===== config.mk =====
export PLATFORM = sky130hd
export DESIGN_NAME = mem_access_master
export DESIGN_NICKNAME = d
export VERILOG_FILES = /design/src/rtl/mem_access_master.sv
export SDC_FILE = /design/constraint.sdc
export NUM_CORES = 1
export LEC_CHECK = 0
export BUFFER_PORTS_ARGS = -buffer_cell sky130_fd_sc_hd__buf_2
export CAP_MARGIN = 10
export CORE_MARGIN = 10
export CORE_UTILIZATION = 46
export CTS_BUF_LIST = sky130_fd_sc_hd__clkbuf_2
export CTS_CLUSTER_SIZE = 12
export DETAILED_ROUTE_END_ITERATION = 8
export PLACE_DENSITY = 0.81
export SYNTH_ARGS = -nofsm -noshare
export SYNTH_HDL_FRONTEND = slang
export SYNTH_SLANG_ARGS = --single-unit

===== constraint.sdc =====
create_clock -name i_clk -period 1.6 [get_ports i_clk]
set_input_delay 0.08 -clock i_clk [delete_from_list [all_inputs] [get_ports i_clk]]
set_output_delay 0.08 -clock i_clk [all_outputs]
set_load 0.05 [all_outputs]

===== src/rtl/mem_access_master.sv =====
// mem_access_master: CPU-side initiator for the byte-addressable memory with MOC (operation complete) handshake.
// Latency: accept to resp_valid = memory busy time + SYNC_STAGES (fall) + SYNC_STAGES (rise) + 2 cycles minimum.
// Backpressure: one access in flight; req_ready low outside IDLE and while the synchronised MOC is low.
// Optional feature macro: MEM_TIMEOUT_EN (abort a stuck access after TIMEOUT_CYCLES in WAIT_LO/WAIT_HI).
module mem_access_master #(
    parameter int SYNC_STAGES    = 2,
    parameter int TIMEOUT_CYCLES = 64
) (
    input  logic        i_clk,
    input  logic        i_reset,
    input  logic        i_req_valid,
    input  logic        i_req_rw,
    input  logic        i_req_byte,
    input  logic [31:0] i_req_addr,
    input  logic [31:0] i_req_wdata,
    output logic        o_req_ready,
    output logic        o_resp_valid,
    output logic [31:0] o_resp_rdata,
    output logic        o_resp_err,
    output logic        o_mem_enable,
    output logic        o_mem_rw,
    output logic        o_mem_byte,
    output logic [31:0] o_mem_address,
    output logic [31:0] o_mem_data_in,
    input  logic [31:0] i_mem_data_out,
    input  logic        i_mem_moc
);

    typedef enum logic [1:0] {IDLE, WAIT_LO, WAIT_HI, DONE} state_t;

    state_t                 r_state;
    logic [SYNC_STAGES-1:0] r_moc_sync;
    logic [SYNC_STAGES-1:0] r_sync_fill;
    logic                   r_mem_enable;
    logic                   r_mem_rw;
    logic                   r_mem_byte;
    logic [31:0]            r_mem_address;
    logic [31:0]            r_mem_data_in;
    logic                   r_resp_valid;
    logic [31:0]            r_resp_rdata;
    logic                   r_resp_err;

    logic                   w_moc_s;
    logic                   w_sync_primed;
    logic                   w_accept;
    logic                   w_tmo_hit;

    assign w_moc_s       = r_moc_sync[SYNC_STAGES-1];
    // The sync chain resets to the idle level, so it only reflects the real MOC
    // once SYNC_STAGES fresh samples have shifted in; until then a memory that is
    // still busy from an abandoned access could otherwise look idle.
    assign w_sync_primed = r_sync_fill[SYNC_STAGES-1];
    assign o_req_ready   = (r_state == IDLE) && w_moc_s && w_sync_primed;
    assign w_accept      = i_req_valid && o_req_ready;

`ifdef MEM_TIMEOUT_EN
    localparam int TW = $clog2(TIMEOUT_CYCLES + 1);
    logic [TW-1:0] r_tmo_cnt;
    // Abort on the edge where the wait count reaches TIMEOUT_CYCLES.
    assign w_tmo_hit = (r_tmo_cnt == TW'(TIMEOUT_CYCLES - 1));

    // Wait-cycle counter: cleared on accept, counts every WAIT_LO/WAIT_HI cycle.
    always_ff @(posedge i_clk) begin
        if (i_reset) begin
            r_tmo_cnt <= '0;
        end else if (w_accept) begin
            r_tmo_cnt <= '0;
        end else if (r_state == WAIT_LO || r_state == WAIT_HI) begin
            r_tmo_cnt <= r_tmo_cnt + TW'(1);
        end
    end
`else
    logic [31:0] w_unused_tmo;
    assign w_unused_tmo = 32'(TIMEOUT_CYCLES);
    assign w_tmo_hit    = 1'b0;
`endif

    // Synchronise the asynchronous MOC handshake and track when the chain is primed.
    always_ff @(posedge i_clk) begin
        if (i_reset) begin
            r_moc_sync  <= '1;
            r_sync_fill <= '0;
        end else begin
            r_moc_sync  <= {r_moc_sync[SYNC_STAGES-2:0], i_mem_moc};
            r_sync_fill <= {r_sync_fill[SYNC_STAGES-2:0], 1'b1};
        end
    end

    // Access sequencer: latch request, wait for MOC low then high, issue one response pulse.
    always_ff @(posedge i_clk) begin
        if (i_reset) begin
            r_state       <= IDLE;
            r_mem_enable  <= 1'b0;
            r_mem_rw      <= 1'b0;
            r_mem_byte    <= 1'b0;
            r_mem_address <= '0;
            r_mem_data_in <= '0;
            r_resp_valid  <= 1'b0;
            r_resp_rdata  <= '0;
            r_resp_err    <= 1'b0;
        end else begin
            r_resp_valid <= 1'b0;
            case (r_state)
                IDLE: begin
                    if (w_accept) begin
                        r_mem_rw      <= i_req_rw;
                        r_mem_byte    <= i_req_byte;
                        r_mem_address <= i_req_addr;
                        r_mem_data_in <= i_req_wdata;
                        r_mem_enable  <= 1'b1;
                        r_state       <= WAIT_LO;
                    end
                end
                WAIT_LO: begin
                    if (w_tmo_hit) begin
                        r_mem_enable <= 1'b0;
                        r_resp_valid <= 1'b1;
                        r_resp_err   <= 1'b1;
                        r_resp_rdata <= '0;
                        r_state      <= DONE;
                    end else if (!w_moc_s) begin
                        r_state <= WAIT_HI;
                    end
                end
                WAIT_HI: begin
                    if (w_tmo_hit) begin
                        r_mem_enable <= 1'b0;
                        r_resp_valid <= 1'b1;
                        r_resp_err   <= 1'b1;
                        r_resp_rdata <= '0;
                        r_state      <= DONE;
                    end else if (w_moc_s) begin
                        // Writes leave the last read data in place.
                        if (!r_mem_rw) begin
                            r_resp_rdata <= r_mem_byte ? {24'd0, i_mem_data_out[7:0]} : i_mem_data_out;
                        end
                        r_mem_enable <= 1'b0;
                        r_resp_valid <= 1'b1;
                        r_resp_err   <= 1'b0;
                        r_state      <= DONE;
                    end
                end
                default: begin
                    r_state <= IDLE;
                end
            endcase
        end
    end

    assign o_mem_enable  = r_mem_enable;
    assign o_mem_rw      = r_mem_rw;
    assign o_mem_byte    = r_mem_byte;
    assign o_mem_address = r_mem_address;
    assign o_mem_data_in = r_mem_data_in;
    assign o_resp_valid  = r_resp_valid;
    assign o_resp_rdata  = r_resp_rdata;
    assign o_resp_err    = r_resp_err;

endmodule


# After elaboration in Yosys (flattened, before gate mapping)
# Cells that the tools add are included.
# Widths: inputs -> output; s select.
# totals
register_bits	106
input_bits	102
output_inout_bits	102
elab_cells	38
# op_classes
eq_ne	5
n_mux	10
bitwise_logic	2
n_reduce_logical	10
# ops
operator	count
$mux 32	1
$reduce_and 3->1	3
$mux 2	3
$ne 2x2->1 const B	3
$pmux 2 s3	1
$mux 1	4
$logic_and 1x1->1	3
$eq 2x1->1 const B	1
$eq 2x2->1 const B	1
$logic_not 2->1	1
$not 1->1	2
$pmux 1 s2	1
$reduce_and 2->1	1
$reduce_bool 2->1	1
$reduce_or 2->1	1

# Longest topological paths before layout
# logic_depth
depth_word	6
mapped_depth	8
mapped_depth_nobuf	5

# Least setup slack after synthesis
# Ideal clock, no wire load.
# synth_path
kind	flip-flop to flip-flop
start	reg r_state[0]
end	reg r_state[0]
setup_time_ns	0.121
arrival_ns	1.346
path_slack_ns	0.133
path_stages_with_launch	6
synth_period_minus_slack_ns	1.467
path_cell_list	dfxtp_1 > inv_1 > ha_1 > mux2_2 > o21a_1 > mux2_2
# synth_via
elab_chain_len	6
elab_cells_between_ends	11
# synth_rtl
element	line_no	source
start, declared	31	state_t r_state;
start signal, assigned	92	r_state <= IDLE;
start signal, assigned	111	r_state <= WAIT_LO;
start signal, assigned	120	r_state <= DONE;
$logic_not 2->1	53, 103	
$logic_and 1x1->1 (2 in series)	53	assign o_req_ready = (r_state == IDLE) && w_moc_s && w_sync_primed;
$logic_and 1x1->1	54	assign w_accept = i_req_valid && o_req_ready;
$ne 2x2->1 (no line)	n/a	
$reduce_and 3->1 (no line)	n/a	
# Several ways; a longest one is shown, not always the timed one.
# A chain may end at the register's enable or synchronous reset.

# Worst setup path after layout
# layout_path
start	reg r_state[1]
end	reg r_state[0]
# The elaborated chain is that of the path after synthesis.

==> metrics.txt <==
run status=complete, no violations; setup slack of the worst register-to-register path=0.05 ns; post-synthesis share of cell area spent on xor and xnor gates=0%; maximum frequency from static timing analysis=0.6442 GHz; Setup Total Neg Slack=0 ns; category of the critical setup timing path=flop to flop; simple-gate share of the synthesized area=24.05%; cells along the critical path=buf_4 > ha_2 > mux2_2 > o21a_1 > mux2_2; grt total ovfl=0; post-route ant nets=0; share of the synthesized area in compound gates (AO/OA/AOI/OAI)=13.84%; worst voltage drop across the vdd grid=0.5874 mV; vertical die dimension=111.9 um; Post-Syn Nets=575; yosys synthesis warning count=0; initial antenna violation count=8; total of flip-flops plus latches after synthesis=106; area growth from synthesis to final layout=59.69%; Mean Syn Cell Area=8.286 sq um; number of H-tree levels=3; fill cell total of the finished layout=552; Reg2Reg Depth=5; Initial DRT Pass Iterations=5; area share of fa/ha/maj cells after synthesis=1.288%; IO Port Bufs=202; required time of the critical path=2.05 ns; type of element launching the critical path=flop; Clock Pin Slew Worst Setup and Hold Paths=0.25 ns; largest family of logic cells by synthesized area=simple AND/OR/NAND/NOR gates; beginning of the critical path=r_state[1]$_SDFFE_PP0P_; count of vias placed by the detailed router=4414; max-cap violation count=0; mean routed wirelength per cell=16.64 um; final cell utilization of the core=75.53%; GR Util All Layers=22.06%; Worst path most repeated cell=sky130_fd_sc_hd__mux2_2; HPWL after detailed placement=8776 um; Setup crit end kind=flop; I/O Pins=204; number of cell rows=33; number of vias per cell after detailed routing=5.027; static power due to leakage=2.765 nW; setup repair after global routing missed its margin=true; RD Place Congestion=0.8318; Longest Clk Path Bufs=2; Crit path arrival time=2.00 ns; Power per Cell Area=986.6 nW/um^2; cell at the slowest stage of the critical path=sky130_fd_sc_hd__dfxtp_2; wire length reported by the detailed router=14610 um; max-slew violation count=0; portion of netlist area occupied by mux cells=0.8371%; share of the yosys chip area belonging to registers=54.60%; endpoint of the worst setup timing path=r_state[0]$_SDFFE_PP0P_; worst min-delay path category=primary input to flop; skew final=0.03577 ns; drt drc=0; clock buffer count from CTS=9; cells after synthesis=469; number of different library cells in the post-synthesis netlist=26; drt initial violations=332; DIE WIDTH=111.9 um; commonest non-fill, non-tap cell in the layout=sky130_fd_sc_hd__buf_2; vias in the first global route=4506; Clock Latency Late Sink=0.56 ns; effective utilization at floorplan=47.30%; Core Box Area=8217 sq um; final critical delay including setup and external delays=1.552 ns; worst hold path depth=3; overall power consumption=6.123 mW; share of post-route cells with drive strength above 1=33.33%; Netlist Area Pre-Place=3886 sq um; CP Max Fanout=6; final hold violation count=0; most frequent cells in the layout=sky130_fd_sc_hd__buf_2, sky130_fd_sc_hd__nand2_1, sky130_fd_sc_hd__dfxtp_1; startpoint of the worst-slack reg-to-reg timing path=r_state[1]$_SDFFE_PP0P_; die area=12530 sq um; clock tree from TritonCTS=yes; wire length of the first global-routing pass=22870 um; # nets final=866; number of failing setup endpoints in the final timing report=0; peak per-stage delay on the critical path=0.38 ns; capture point of the worst reg-to-reg path=r_state[0]$_SDFFE_PP0P_; clk sink count=106; largest net degree at the start of global routing=47; Clock Root Buffer=sky130_fd_sc_hd__clkbuf_2; crit share post-route=97.02%
## sequential cells by signal, summed over array words and instances (netlist names)
name,flops
r_state,2
o_mem_data_in,32
r_moc_sync,2
o_resp_rdata,32
o_resp_valid,1
r_sync_fill,2
o_mem_rw,1
o_mem_byte,1
o_mem_enable,1
o_mem_address,32
## stage by stage
step | setup slack, ns | hold slack, ns | instance area [sq um] | cells
after floorplan | 0.1333 | 0.1838 | 3886 | 469
after global placement | 0.1051 | 0.2642 | 4976 | 749
final | 0.04771 | 0.2501 | 6206 | 878
after CTS | 0.02913 | 0.1998 | 6150 | 869
after global routing | -0.04984 | 0.2027 | 6206 | 878
after detailed placement | 0.01093 | 0.2671 | 4976 | 749
## Yosys cell counts, drive strengths merged
master,instances,area (sq um)
nand2,176,660.6
dfxtp,106,2122
a21oi,98,520.5
nand3b,25,187.7
buf,20,130.1
clkbuf,17,63.81
ha,4,50.05
inv,3,11.26
nor2,3,11.26
and3,2,12.51
mux2,2,22.52
or2,2,12.51
a41o,1,10.01
and3b,1,8.760
and4,1,8.760
conb,1,3.750
mux2i,1,10.01
nand2b,1,6.260
nand4,1,6.260
nand4b,1,8.760
nor2b,1,6.260
nor3,1,5.000
o21a,1,7.510
## per-layer routing
layer  track usage [%]  wire length [um]  vias to the layer above  part of all wire, %
li1                  -                 -                     2111                    -
met1             21.44              5125                     2023                   35
met2             38.77              7567                      234                   52
met3             8.105              1315                       46                  9.0
met4             13.97               598                        0                  4.1
met5                 0                 0                        -                    0
## how the worst min path moves through the flow
| stage | to | slack (ns) | from |
|---|---|---|---|
| CTS | r_moc_sync[0]$_SDFF_PP1_ | 0.20 | i_mem_moc |
| finish | r_moc_sync[0]$_SDFF_PP1_ | 0.25 | i_mem_moc |
| floorplan | r_moc_sync[0]$_SDFF_PP1_ | 0.18 | i_mem_moc |
| detailed placement | r_moc_sync[0]$_SDFF_PP1_ | 0.27 | i_mem_moc |
| global placement | r_moc_sync[0]$_SDFF_PP1_ | 0.26 | i_mem_moc |
| global route | o_resp_rdata[2]$_SDFFE_PP0P_ | 0.20 | i_mem_data_out[2] |
## repair_timing
action | CTS | global route
gates cloned | 0 | 1
hold endpoints to repair | 103 | 0
pin swaps | 1 | 1
hold buffers | 101 | 0
setup endpoints to repair | 2 | 21
resized for setup | 11 | 5
buffers inserted | 3 | 0
## layout make-up
cell class,instances,area [sq um],share of cell area [%]
antenna,8,20.02,0.3226
clock buffer,10,50.05,0.8065
clock inverter,6,57.56,0.9274
inverter,3,11.26,0.1815
multi-input combinational,323,1585,25.54
sequential,106,2127,34.27
tap,105,131.4,2.117
timing repair buffer,317,2223,35.83
## cell families after synthesis
family	after synthesis
and+or+nand+nor	215
muxes	3
DFF	106
adders and majority gates	4
buffers and inverters	40
AOI/OAI and AO/OA	100
other	1
## critical path: cells and delay by family (launching register included)
| kind | cells | cell delay [ns] |
|---|---|---|
| AO/OA/AOI/OAI | 1 | 0.20 |
| flip-flops | 1 | 0.38 |
| buffers and inverters | 1 | 0.14 |
| adder cells (fa/ha/maj) | 1 | 0.20 |
| multiplexers | 2 | 0.54 |
## power breakdown
| part | switching [mW] | leakage [nW] | total (mW) | internal [mW] |
|---|---|---|---|---|
| Combinational | 1.26 | 1.83 | 1.98 | 0.717 |
| Clock | 0.840 | 0.0731 | 1.20 | 0.358 |
| Sequential | 0.101 | 0.860 | 2.94 | 2.84 |
| Total | 2.20 | 2.76 | 6.12 | 3.92 |
(Power assumes the default switching activity.)
